[config.mk]
export PLATFORM = sky130hd
export DESIGN_NAME = uart_tx_arbiter
export DESIGN_NICKNAME = d
export VERILOG_FILES = /design/src/rtl/uart_tx_arbiter.sv
export SDC_FILE = /design/constraint.sdc
export NUM_CORES = 1
export LEC_CHECK = 0
export ABC_AREA = 1
export CORE_MARGIN = 1.5
export CORE_UTILIZATION = 47
export DETAILED_ROUTE_END_ITERATION = 10
export GPL_TIMING_DRIVEN = 0
export MAX_ROUTING_LAYER = met4
export PLACE_DENSITY = 0.83
export SLEW_MARGIN = 20
export SYNTH_ARGS = -nofsm -noshare
export SYNTH_HDL_FRONTEND = slang
export SYNTH_SLANG_ARGS = --single-unit
[constraint.sdc]
create_clock -name clk_i -period 2.3 [get_ports clk_i]
set_input_delay 0.46 -clock clk_i [delete_from_list [all_inputs] [get_ports clk_i]]
set_output_delay 0.46 -clock clk_i [all_outputs]
set_load 0.01 [all_outputs]
[src/rtl/uart_tx_arbiter.sv]
// uart_tx_arbiter: shares one uart_tx between NUM_REQ byte producers.
// Round-robin grant per byte; per packet when UART_ARB_LOCK_EN is defined.
// Ports:
//   clk_i, rst_i        clock, async active-high reset
//   req_valid_i/_byte_i/_last_i  requester k pending byte at [8k+7:8k]
//   req_ready_o         one-hot combinational accept (IDLE only)
//   tx_byte_o/_valid_o  registered byte and one-cycle start pulse to uart_tx
//   tx_done_i           byte finished on the line
//   grant_o             index of last accepted requester
//   busy_o              high whenever not IDLE
module uart_tx_arbiter #(
  parameter int NUM_REQ = 4,
  parameter int GAP_CCS = 2,
  localparam int IDX_W = $clog2(NUM_REQ)
) (
  input  logic                 clk_i,
  input  logic                 rst_i,
  input  logic [NUM_REQ-1:0]   req_valid_i,
  input  logic [NUM_REQ*8-1:0] req_byte_i,
  input  logic [NUM_REQ-1:0]   req_last_i,
  output logic [NUM_REQ-1:0]   req_ready_o,
  output logic [7:0]           tx_byte_o,
  output logic                 tx_valid_o,
  input  logic                 tx_done_i,
  output logic [IDX_W-1:0]     grant_o,
  output logic                 busy_o
);

  typedef enum logic [1:0] {
    IDLE,
    SEND,
    WAIT_DONE,
    GAP
  } state_t;

  state_t             state_q;
  logic [7:0]         tx_byte_q;
  logic               tx_valid_q;
  logic [IDX_W-1:0]   grant_q;
  logic               busy_q;
  logic [7:0]         gap_q;
  logic [IDX_W-1:0]   ptr_q;

  logic [NUM_REQ-1:0] elig;
  logic [IDX_W-1:0]   win;
  logic               found;
  logic               accept;
  logic [7:0]         win_byte;
  int                 j;

`ifdef UART_ARB_LOCK_EN
  logic               lock_q;
  logic [IDX_W-1:0]   lock_idx_q;
`else
  logic               unused_last;
  assign unused_last = ^req_last_i;
`endif

  // Scan ptr+1, ptr+2, ... so the last winner gets lowest priority.
  always_comb begin
    elig = req_valid_i;
`ifdef UART_ARB_LOCK_EN
    if (lock_q) begin
      elig = req_valid_i & (NUM_REQ'(1) << lock_idx_q);
    end
`endif
    win   = ptr_q;
    found = 1'b0;
    j     = 0;
    for (int i = 1; i <= NUM_REQ; i++) begin
      j = int'(ptr_q) + i;
      if (j >= NUM_REQ) begin
        j = j - NUM_REQ;
      end
      if (!found && elig[IDX_W'(j)]) begin
        found = 1'b1;
        win   = IDX_W'(j);
      end
    end
    accept   = (state_q == IDLE) && found;
    win_byte = req_byte_i[int'(win)*8 +: 8];
  end

  assign req_ready_o = accept ? (NUM_REQ'(1) << win) : '0;
  assign tx_byte_o   = tx_byte_q;
  assign tx_valid_o  = tx_valid_q;
  assign grant_o     = grant_q;
  assign busy_o      = busy_q;

  always_ff @(posedge clk_i or posedge rst_i) begin
    if (rst_i) begin
      state_q    <= IDLE;
      tx_byte_q  <= '0;
      tx_valid_q <= 1'b0;
      grant_q    <= '0;
      busy_q     <= 1'b0;
      gap_q      <= '0;
      ptr_q      <= IDX_W'(NUM_REQ - 1);
`ifdef UART_ARB_LOCK_EN
      lock_q     <= 1'b0;
      lock_idx_q <= '0;
`endif
    end else begin
      unique case (state_q)
        IDLE: begin
          if (accept) begin
            tx_byte_q  <= win_byte;
            grant_q    <= win;
            ptr_q      <= win;
            tx_valid_q <= 1'b1;
            busy_q     <= 1'b1;
            state_q    <= SEND;
`ifdef UART_ARB_LOCK_EN
            lock_q     <= ~req_last_i[win];
            lock_idx_q <= win;
`endif
          end
        end
        SEND: begin
          tx_valid_q <= 1'b0;
          state_q    <= WAIT_DONE;
        end
        WAIT_DONE: begin
          if (tx_done_i) begin
            if (GAP_CCS == 0) begin
              busy_q  <= 1'b0;
              state_q <= IDLE;
            end else begin
              gap_q   <= 8'(GAP_CCS - 1);
              state_q <= GAP;
            end
          end
        end
        GAP: begin
          if (gap_q == 8'd0) begin
            busy_q  <= 1'b0;
            state_q <= IDLE;
          end else begin
            gap_q <= gap_q - 8'd1;
          end
        end
        default: state_q <= IDLE;
      endcase
    end
  end

endmodule
==> flow_metrics.tcl, run 1 <==
set metrics [dict create \
    outcome "finished, violations left" \
    failed_checks "setup timing" \
    placed_cells 382 \
    synth_area_um2 1940 \
    ctsHtreeMaxLevel 1 \
    final_hold_viol_count 0 \
    synth_warnings 0 \
    pre_cts_ws_ns -0.744 \
    syn_area_per_cell_um2 6.97 \
    final.period_utilization 1.14 \
    wl_met3_um 249 \
    top_layer "met4" \
    viasPerCell 5.28 \
    skew_ns 0.00889 \
    seq_area_frac_synth 0.311 \
    synthFlopType "dfrtp_1" \
    synth-edff-count 0 \
    grt_max_degree 25 \
    ant_nets 0 \
    syn_nets 328 \
    ios 59 \
    slew_headroom 0.394 \
    crit_required_ns 1.84 \
    syn_inst 278 \
    die_h_um 67.2 \
    wl_per_cell_um 15.0 \
    cp_max_fo 8 \
    overflow 0 \
    drive_gt1_frac 0.312 \
    yosys.area.top_type "dfrtp_1" \
    cts-buffers-inserted 3 \
    holdCritPathClass "reg -> reg" \
    fmax_ghz 0.381 \
    start_util 0.488 \
    seqCellArea_um2 603 \
    worst_ep_arrival_time_ns 2.16 \
    async_reset_ff_frac 1.00 \
    critPathCaptureType "output port" \
    start_kind "register" \
    fin_area_um2 3040 \
    critical_path_class "reg -> out" \
    place_area_um2 2540 \
    grt_usage 0.275 \
    min_path_cells 2 \
    grt_pass1_vias 2095 \
    drc 0 \
    ir_drop_uv 890 \
    slew_viol_final 0 \
    clk_pin_slew_ns 0.09 \
    fill_cells 267 \
    rr_worst_depth 17 \
    core-area_um2 3970 \
    syn2layout_area_growth_pct 56.8 \
    power_density_nw_per_um2 1880 \
    synth_common_cells "86 x nand2_1, 38 x nand3_1, 36 x inv_1, 22 x dfrtp_1, 17 x nor2_1" \
    rsz0062_at_grt "yes" \
    gp_congestion 0.877 \
    clk_latency_ns 0.28 \
    multiInputGateArea_um2 1350 \
    met2_length_um 3140 \
    antenna-diode-count 0 \
    fp.dieW_um 67.2 \
    drtPass1Iterations 5 \
    port_buffers 54 \
    nets 410 \
    setup-tns-final_ns -1.13 \
    period_minus_slack_ns 2.62 \
    setup_violations 4 \
    clockRootBuffer "clkbuf_8" \
    cts_max_path_buffers 2 \
    antenna_found_initial 0 \
    leakage_nw 1.54 \
    yosysMostFrequentCell "nand2_1" \
    wl_met1_um 2500 \
    first_iter_violations 155 \
    wirelength_um 6120 \
    core.rowCount 23 \
    max_cap_viol_count 0 \
    cts_tree "done" \
    grt_pass1_wl_um 9270 \
    worst_slew_pin_slew_ns 0.908 \
    yosysTopAreaCellShare 0.284 \
    setup_ws_ns -0.321 \
    ys_top_cells_by_area "dfrtp_1 28%, nand2_1 17%, nand3_1 9.8%, inv_1 7.0%, nand2_2 4.8%" \
    stdcell_count 409 \
    synth-seq-cells 24 \
    dp_hpwl_um 3550 \
    die-area_um2 4520 \
    yosysUniqueCellTypes 29 \
    numClockSinks 24 \
    vias 2161 \
]
-- power breakdown --
group | switching, W | internal, W | leakage [nW]
logic | 0.00269 | 0.00186 | 1.21
clock network | 0.000144 | 0.000233 | 0.0357
registers | 0.000145 | 0.000655 | 0.292
-- layout by cell type, fill, tap and decap left out, types with 7 or more instances in the layout --
cell type / synthesis / layout
ha_1: 7 / 7
nand2_1: 86 / 63
o21ai_0: 10 / 8
clkdlybuf4s50_1: 0 / 49
nand3_2: 7 / 10
dfrtp_1: 22 / 22
nand3_1: 38 / 35
nand2_4: 8 / 23
inv_1: 36 / 34
buf_4: 0 / 22
nand2_2: 15 / 21
nor2_1: 17 / 12
-- cell type report --
class                           count  area share
Clock buffer                        3      0.0136
Sequential cell                    24       0.198
Clock inverter                      1     0.00988
Inverter                           40      0.0560
Buffer                              4      0.0132
Tap cell                           50      0.0206
Timing Repair Buffer               78       0.243
Multi-Input combinational cell    209       0.445
-- path summary, 6_finish.rpt --
path                                          start                        to  slack, ns
setup / recovery               ptr_q[0]$_DFFE_PP1P_            req_ready_o[2]      -0.32
max in group asynchronous                     rst_i  tx_byte_o[0]$_DFFE_PP0P_       1.06
hold / removal             tx_byte_o[1]$_DFFE_PP0P_  tx_byte_o[1]$_DFFE_PP0P_       0.49
setup reg to reg               ptr_q[0]$_DFFE_PP1P_    grant_o[1]$_DFFE_PP0P_       0.04
hold reg to reg            tx_byte_o[1]$_DFFE_PP0P_  tx_byte_o[1]$_DFFE_PP0P_       0.49
min in group asynchronous                     rst_i  tx_byte_o[3]$_DFFE_PP0P_       0.68
-- metrics by stage --
| stage | total power (W) | hold WS (ns) | util |
|---|---|---|---|
| 4_1_cts | 0.00509 | 0.498 | 0.723 |
| 3_5_place_dp | 0.00404 | 0.467 | 0.640 |
| 5_1_grt | 0.00611 | 0.530 | 0.765 |
| 3_3_place_gp | 0.00396 | 0.464 | 0.640 |
| 6_report | 0.00572 | 0.494 | 0.765 |
| 2_1_floorplan | 0.00319 | 0.473 | - |
-- layer usage --
layer / GRT usage / vias up
met1: 0.327 / 1015
met4: 0.0842 / 0
met5: - / -
met3: 0.0367 / 23
li1: - / 1040
met2: 0.483 / 83
-- sequential cells by signal, indices dropped and copies added, names as in the netlist --
signal,cells
tx_valid_o,1
tx_byte_o,8
grant_o,2
state_q,2
ptr_q,2
gap_q,8
busy_o,1
-- worst max-delay path: stages, from the launching register on --
cell,delay [ns]
dfstp_2,0.58
buf_8,0.15
inv_12,0.06
nand2_4,0.06
nand2_4,0.06
nand2_4,0.09
nand2_8,0.07
nor2_4,0.11
nand3b_1,0.14
nand2_2,0.12
inv_4,0.05
buf_8,0.12
nand2_4,0.07
nor2_2,0.04
buf_2,0.14
-- kinds of logic (layout without fill, tap and decap cells) --
logic type      after synthesis  in the layout  synth area share
compound gates               19             19            0.0536
buf+inv                      45            126             0.104
simple gates                179            179             0.467
mux                           1              1           0.00581
xor+xnor                      3              3            0.0136
fa+ha+maj                     7              7            0.0452
flops                        24             24             0.311
-- timing repair --
action / 4_1_cts / 5_1_grt
cloned: 1 / 0
hold buffers: 0 / 0
endpoints found under the setup margin: 4 / 8
resized for setup: 45 / 43
pin swaps: 12 / 21
setup buffers: 20 / 6
(Power assumes the default switching activity.)
==> run 2, diff against run 1 <==
--- a/config.mk
+++ b/config.mk
@@ -6,7 +6,7 @@
 export NUM_CORES = 1
 export LEC_CHECK = 0
 export ABC_AREA = 1
-export CORE_MARGIN = 1.5
+export CORE_MARGIN = 5
 export CORE_UTILIZATION = 47
 export DETAILED_ROUTE_END_ITERATION = 10
 export GPL_TIMING_DRIVEN = 0
==> flow_metrics.tcl, run 2 (synthesis results as in run 1) <==
set metrics [dict create \
    pwr-share-comb 0.792 \
    utilization 0.720 \
    grt_max_degree 25 \
    cts-buffers-inserted 3 \
    worst_ep_arrival_time_ns 2.08 \
    final_hold_viol_count 0 \
    critical_path_class "reg -> out" \
    slew_viol_final 0 \
    numClockSinks 24 \
    power_density_nw_per_um2 1760 \
    cp-endpoint "req_ready_o[2]" \
    clockRootBuffer "clkbuf_8" \
    hold_slack_ns 0.496 \
    power.switching_w 0.00262 \
    final.period_utilization 1.11 \
    fill_cells 306 \
    viasPerCell 5.08 \
    placed_cells 382 \
    setup_ws_ns -0.244 \
    core.rowCount 23 \
    cp_cell_sequence "buf_8 -> inv_12 -> nand2_4 -> nand2_4 -> nand2_4 -> nand2_4 -> nor2_4 -> nand3b_1 -> nand2_2 -> inv_4 -> buf_8 -> nand2_4 -> nor2_2 -> buf_2" \
    crit_buf_inv 5 \
    setup-tns-final_ns -0.886 \
    die_h_um 74.2 \
    rsz0062_at_grt "yes" \
    rr_worst_depth 16 \
    cp_max_fo 8 \
    nets 404 \
    slowest_stage "dfstp_2" \
    fp.dieW_um 74.2 \
    overflow 0 \
    failed_checks "setup timing" \
    grt_pass1_vias 1937 \
    vias 2048 \
    wl_per_cell_um 12.8 \
    clk_pin_slew_ns 0.08 \
    ctsHtreeMaxLevel 1 \
    outcome "finished, violations left" \
    cts_tree "done" \
    max_cap_viol_count 0 \
    ant_nets 0 \
    skew_ns 0.00147 \
    setup_violations 4 \
    leakage_nw 1.47 \
    r2r_start "ptr_q[0]$_DFFE_PP1P_" \
    drive_gt1_frac 0.266 \
    final_cell_mix "70 x nand2_1, 48 x clkdlybuf4s50_1, 36 x inv_1, 36 x nand3_1, 22 x dfrtp_1" \
    period_minus_slack_ns 2.54 \
    wirelength_um 5180 \
    cp_num_cells 14 \
    critPathTopFamily "simple AND/OR/NAND/NOR gates" \
    core-area_um2 4000 \
    antenna-diode-count 0 \
    clk_latency_ns 0.26 \
    critPathLaunch "ptr_q[0]$_DFFE_PP1P_" \
    start_util 0.485 \
    grt_usage 0.207 \
    critPathCaptureType "output port" \
    seq_power_share 0.157 \
    crit_top_cell "nand2_4" \
    worst_slew_pin_slew_ns 0.886 \
    power.internal_w 0.00245 \
    port_buffers 54 \
    ios 59 \
    clkPwrFrac 0.050 \
    rrSetupSlack_ns 0.22 \
    holdCritPathClass "reg -> reg" \
    start_kind "register" \
    final_common_cell "nand2_1" \
    hold_buffers 0 \
    die-area_um2 5510 \
    ir_drop_uv 806 \
    slew_headroom 0.409 \
    seqCellArea_um2 603 \
    max_stage_delay_ns 0.56 \
    dp_hpwl_um 3740 \
    drtPass1Iterations 4 \
    stdcell_count 403 \
    reg2reg_to "tx_byte_o[0]$_DFFE_PP0P_" \
    drc 0 \
    multiInputGateArea_um2 1270 \
    fmax_ghz 0.393 \
    grt_pass1_wl_um 8680 \
    p_sw_frac 0.517 \
    syn2layout_area_growth_pct 48.7 \
    crit_required_ns 1.84 \
    antenna_found_initial 0 \
    first_iter_violations 91 \
    cts_max_path_buffers 2 \
    gp_congestion 0.878 \
]
==> run 2: power by group through the flow <==
stage | logic (W) | registers [W] | clock network (W)
6_report | 0.00402 | 0.000798 | 0.000254
2_1_floorplan | 0.00237 | 0.000823 | 0
4_1_cts | 0.00382 | 0.000794 | 0.000255
3_5_place_dp | 0.00326 | 0.000796 | 0
3_3_place_gp | 0.00318 | 0.000799 | 0
5_1_grt | 0.00447 | 0.000825 | 0.000272
==> run 2: how the worst min path moves through the flow <==
stage	startpoint	endpoint	slack (ns)	depth (start not counted)
after floorplan	rst_i	busy_o$_DFFE_PP0P_	0.47	1
after global placement	tx_byte_o[5]$_DFFE_PP0P_	tx_byte_o[5]$_DFFE_PP0P_	0.47	2
after CTS	tx_byte_o[5]$_DFFE_PP0P_	tx_byte_o[5]$_DFFE_PP0P_	0.49	2
final	tx_byte_o[3]$_DFFE_PP0P_	tx_byte_o[3]$_DFFE_PP0P_	0.50	2
after detailed placement	tx_byte_o[7]$_DFFE_PP0P_	tx_byte_o[7]$_DFFE_PP0P_	0.47	2
after global routing	tx_byte_o[3]$_DFFE_PP0P_	tx_byte_o[3]$_DFFE_PP0P_	0.54	2
==> run 2: cell type report <==
type,instances,area share
Clock buffer,4,0.0156
Multi-Input combinational cell,209,0.442
Tap cell,50,0.0217
Sequential cell,24,0.209
Timing Repair Buffer,71,0.234
Inverter,40,0.0582
Buffer,5,0.0191
==> run 2: worst reg2reg max path: stages (launching register included) <==
cell and delay [ns]:
dfstp_2 0.56, buf_8 0.15, inv_12 0.05, nand2_4 0.06, nand2_4 0.06, nand2_4 0.08, nand2_4 0.07, nor2_4 0.12
nand2_2 0.08, inv_1 0.09, nand2_1 0.08, nand2_2 0.10, buf_8 0.11, buf_4 0.16, nand2_2 0.07, nand3_2 0.07
nand2_1 0.06
==> run 2: layer usage <==
metal  share of wire  track usage  vias up  wire, um
li1                -            -     1026         -
met1            0.41        0.248      957      2140
met2            0.52        0.371       57      2710
met3           0.050       0.0324        8       258
met4           0.013       0.0375        0        65
met5               0            -        -         0
==> run 2: what timing repair did <==
action / CTS / global route
gates resized for setup: 50 / 13
pin swaps: 12 / 9
gates cloned: 1 / 0
endpoints found under the setup margin: 4 / 4
setup buffers: 14 / 2
hold endpoints to repair: 0 / 0
==> run 2: per-stage QoR <==
step	total power (W)	worst slack, ns	area, um2
2_1_floorplan	0.00319	0.201	1940
3_3_place_gp	0.00397	-0.729	2540
3_5_place_dp	0.00405	-0.790	2540
4_1_cts	0.00487	-0.204	2810
5_1_grt	0.00557	-0.354	2880
6_report	0.00507	-0.244	2880
==> RTL edit 1: new RTL, config.mk and constraints of run 2 <==
Add a define of `UART_ARB_LOCK_EN`.
--- a/src/rtl/uart_tx_arbiter.sv
+++ b/src/rtl/uart_tx_arbiter.sv
@@ -10,2 +10,4 @@
 //   busy_o              high whenever not IDLE
+`define UART_ARB_LOCK_EN
+
 module uart_tx_arbiter #(
Behaviour: not the same (a bounded check fails within 10 cycles, from zero or initial values and one cycle with rst_i high).
==> RTL edit 1 against run 2 <==
The flow still finishes with violations (negative setup slack); first-iteration DRC count grew 52%; synthesized area is 0.71% lower; sequential cell count rose by 1; cell area increased by 5.1%; wire length rose by 19%; register-to-register slack worse by 0.12 ns; setup slack worse by 0.13 ns.
Power is not shown: default switching activity piles up to over one toggle a cycle in this logic, so the estimate is an artifact.
==> RTL edit 1: results <==
metrics = {
    "placed_design": {
        "placed_area_sq_mm": 0.00257,
        "dpl.hpwl_um": 3980,
        "numPortBuffers": 58,
        "dp_slack_ns": -0.840,
        "dp_cells": 392,
        "gp_congestion": 0.844,
    },
    "synth": {
        "synth.top_cells.by_count": "98 x nand2_1, 56 x nand3_1, 28 x inv_1, 23 x dfrtp_1, 21 x nor2_1",
        "syn_inst_count": 284,
        "synth-edff-count": 0,
        "synth_compound_gate_area_share_pct": 6.31,
        "synth.area.top_cells": "dfrtp_1 30%, nand2_1 19%, nand3_1 15%",
        "synthesis.yosys.warnings": 0,
        "post_synth_mux_area_share_pct": 0,
        "synth-xor-area-share_pct": 1.30,
        "syn-num-nets": 334,
        "netlist-cell-type-count": 27,
        "post_synth_fa_ha_maj_area_fraction_pct": 4.55,
    },
    "critical_path": {
        "timing.critical_path.arrival_ns": 2.21,
        "timing.reg2reg.setup_slack_ns": 0.10,
        "crit_type": "in -> out",
        "path_max_fanout": 6,
        "worst_r2r_startpoint": "lock_idx_q[1]",
        "timing.critical_path.max_delay_family": "buffers and inverters",
        "cpMaxStageDelayCell": "clkdlybuf4s50_1",
    },
    "grt": {
        "global_route_wire_length_before_repair_um": 9290,
        "first_global_vias": 2055,
        "largest_net_degree_at_the_start_of_global_routing": 26,
        "grt_util_all_layers_pct": 22.4,
        "gr-usage-met1_pct": 26.4,
        "grtUsageMet2_pct": 40.5,
        "grtUsageMet3_pct": 2.03,
    },
    "drt": {
        "post_drt_via_cell_ratio": 5.20,
        "routed-via-count": 2179,
        "routed-wl-met2_um": 3290,
        "drt_iter0_drcs": 138,
    },
    "hold_path": {
        "hold_path.startpoint": "gap_q[1]",
        "hold_end": "gap_q[1]",
    },
    "sta": {
        "slew_headroom_pct": 37.9,
        "fin_skew_ns": 0.00257,
        "final_critical_path_setup_slack_ns": -0.372,
        "hold_slack_ns": 0.490,
        "setup_violations": 4,
        "fin_setup_tns_ns": -1.40,
    },
    "finish": {
        "final_layout_size_suffix_gt1_share_pct": 25.5,
        "utilization_pct": 76.2,
        "final.fill_count": 287,
        "final_nets": 420,
    },
    "run_status": {
        "violations_in_the_final_reports": "negative setup slack",
        "run_status": "finished, violations left",
    },
    "cts": {
        "post-cts-setup-buffers": 13,
    },
}
-- RTL edit 1: cell types whose count changed after synthesis, sizes merged, moves of 2 or more --
| cell | delta |
|---|---|
| nand3b | -2 |
| a21oi | +3 |
| nor2 | +3 |
| nand2 | -5 |
| o21a | +2 |
| inv | -7 |
| nand3 | +14 |
-- RTL edit 1: worst max-delay path by stage --
stage	slack, ns	startpoint	endpoint
after floorplan	0.06	ptr_q[0]	req_ready_o[0]
after global placement	-0.77	req_valid_i[3]	req_ready_o[0]
after detailed placement	-0.84	req_valid_i[3]	req_ready_o[0]
after CTS	-0.26	ptr_q[0]	req_ready_o[0]
after global routing	-0.49	lock_idx_q[1]	req_ready_o[0]
final	-0.37	req_valid_i[1]	req_ready_o[0]
-- RTL edit 1: area by class of cell --
type,instances,share of cell area [%]
clock buffers,4,1.49
repair buffers,81,24.6
plain buffers,4,1.90
well taps,50,2.07
multi-input cells,222,44.8
flip-flops and latches,25,20.7
inverters,33,4.42
==> RTL edit 2: new RTL, config.mk and constraints of run 2 <==
Without the edit above. Encoding of `state_t`: now one-hot (4 bits for 4 states).
--- a/src/rtl/uart_tx_arbiter.sv
+++ b/src/rtl/uart_tx_arbiter.sv
@@ -28,7 +28,7 @@
 
-  typedef enum logic [1:0] {
-    IDLE,
-    SEND,
-    WAIT_DONE,
-    GAP
+  typedef enum logic [3:0] {
+    IDLE      = 4'b0001,
+    SEND      = 4'b0010,
+    WAIT_DONE = 4'b0100,
+    GAP       = 4'b1000
   } state_t;
Behaviour: same outputs for any inputs over 10 cycles, from zero or initial values and one cycle with rst_i high; not proved beyond that.
==> RTL edit 2 against run 2 <==
Synthesized area decreased by 9.4%; combinational power increased by 3%; the run still ends with negative setup slack left; sequential cell count increased by 2; highest routed layer unchanged; utilization increased by 7.4 points; clock skew decreased by 0.00070 ns; sequential power increased by 0.6%; maximum frequency decreased by 5.2%; clock power increased by 51%; cell area increased by 0.22%; cell count decreased by 3.5%; wire length increased by 24%; power increased by 5.1%; setup slack got worse by 0.14 ns.
==> RTL edit 2: results <==
metrics = {
    "finish": {
        "final_layout_size_suffix_gt1_share_pct": 27.6,
        "final_nets": 387,
        "antennaDiodeCount": 0,
    },
    "grt": {
        "largest_net_degree_at_the_start_of_global_routing": 27,
        "grtUsageMet2_pct": 39.1,
        "antenna_found_initial": 0,
        "gr-usage-met1_pct": 29.8,
        "grt_util_all_layers_pct": 23.7,
        "global_route_wire_length_before_repair_um": 9340,
        "grt_most_used_layer": "met2",
        "first_global_vias": 2042,
        "grt_overflow_total": 0,
        "grtUsageMet3_pct": 3.84,
    },
    "drt": {
        "met3RoutedLength_um": 488,
        "drt_iter0_drcs": 237,
        "top_layer_used": "met4",
        "wl_um": 6420,
        "drt-met1-wl_um": 2550,
        "routed-wl-met2_um": 3140,
        "routed-via-count": 2203,
        "dr.pass1.iters": 5,
        "route.detailed.wl_per_inst_um": 16.5,
    },
    "run_status": {
        "violations_in_the_final_reports": "negative setup slack",
        "run_status": "finished, violations left",
    },
    "critical_path": {
        "timing.critical_path.max_delay_family": "simple AND/OR/NAND/NOR gates",
        "timing.reg2reg.setup_slack_ns": -0.13,
        "path_max_fanout": 4,
        "cpMaxStageDelayCell": "clkdlybuf4s50_1",
        "critPathMaxStageDelay_ns": 0.47,
    },
    "cts": {
        "cts.reportedPaths.clkPinSlew_ns": 0.09,
        "post-cts-setup-buffers": 28,
        "cts_root_buffer": "clkbuf_8",
        "htree_levels": 1,
        "clock_latency_of_the_later_clocked_register_in_the_worst_skew_pair_ns": 0.27,
        "cts-buffers-inserted": 3,
        "cts-root-to-sink-buffers": 2,
        "post_cts_resized": 43,
    },
    "synth": {
        "synth.area.top_cells": "dfrtp_1 33%, nand2_1 17%, nand3_1 17%",
        "syn-num-nets": 293,
        "netlist-cell-type-count": 28,
        "synth.top_cells.by_count": "79 x nand2_1, 59 x nand3_1, 23 x dfrtp_1, 14 x inv_1, 13 x nor2_1",
        "synthesis.yosys.warnings": 0,
        "async_flop_share_pct": 100,
        "syn_inst_count": 248,
        "synth.yosys.seq_area_share_pct": 37.3,
    },
    "sta": {
        "slew_headroom_pct": 37.1,
        "setup_violations": 15,
        "hold_slack_ns": 0.491,
        "final_critical_path_setup_slack_ns": -0.383,
        "fin_skew_ns": 0.000773,
    },
    "hold_path": {
        "hp-class": "reg -> reg",
    },
    "placed_design": {
        "dp_cells": 350,
        "placed_area_sq_mm": 0.00236,
        "numPortBuffers": 54,
        "gp_congestion": 0.911,
        "dpl.hpwl_um": 3580,
    },
    "power": {
        "post-layout-total-power_uw": 5330,
        "ir_worst_vdd_mv": 1.10,
        "cellLeakagePower_uw": 0.00141,
    },
}
RTL edit 2: cell count changes after synthesis, moves of 7 or more:
cell            run 2  this run
nand2_1            86        79
nand2_2            15         6
inv_1              36        14
nand3_1            38        59
nand2_4             8         1
o31ai_1             0         8
RTL edit 2: logic make-up after synthesis:
group	count (synthesis)	synth area share, %
compound gates	20	7.06
xor+xnor	6	2.99
fa+ha+maj	2	1.43
buf+inv	25	7.55
flops	26	37.3
simple gates	169	43.7
RTL edit 2: area by class of cell:
type	count	area, sq um
Sequential cell	26	654
Tap cell	48	60.1
Clock buffer	3	41.3
Buffer	6	71.3
Multi-Input combinational cell	197	1140
Inverter	18	72.6
Timing Repair Buffer	90	822
Fill cell	224	746
Clock inverter	1	30.0
RTL edit 2: power by group:
group | internal, uW | total (uW) | switching, uW | leakage [uW]
logic | 1860 | 4140 | 2290 | 0.00105
clock network | 233 | 383 | 150 | 0.0000357
registers | 671 | 803 | 131 | 0.000324
total | 2760 | 5330 | 2570 | 0.00141
RTL edit 2: through the flow:
stage / setup TNS, ns / worst slack [ns]
after floorplan: 0 / 0.233
after global placement: -2.77 / -0.735
final: -2.54 / -0.383
after CTS: -0.837 / -0.145
after global routing: -3.39 / -0.375
after detailed placement: -2.88 / -0.761
RTL edit 2: worst paths after layout:
check | start | end | cells past startpoint
min in group asynchronous | rst_i | tx_byte_o[5] | 2
setup / recovery | req_valid_i[2] | req_ready_o[1] | 10
max in group asynchronous | rst_i | gap_q[6] | 2
hold / removal | tx_byte_o[6] | tx_byte_o[6] | 2
hold reg to reg | tx_byte_o[6] | tx_byte_o[6] | 2
setup reg to reg | ptr_q[0] | tx_byte_o[3] | 16
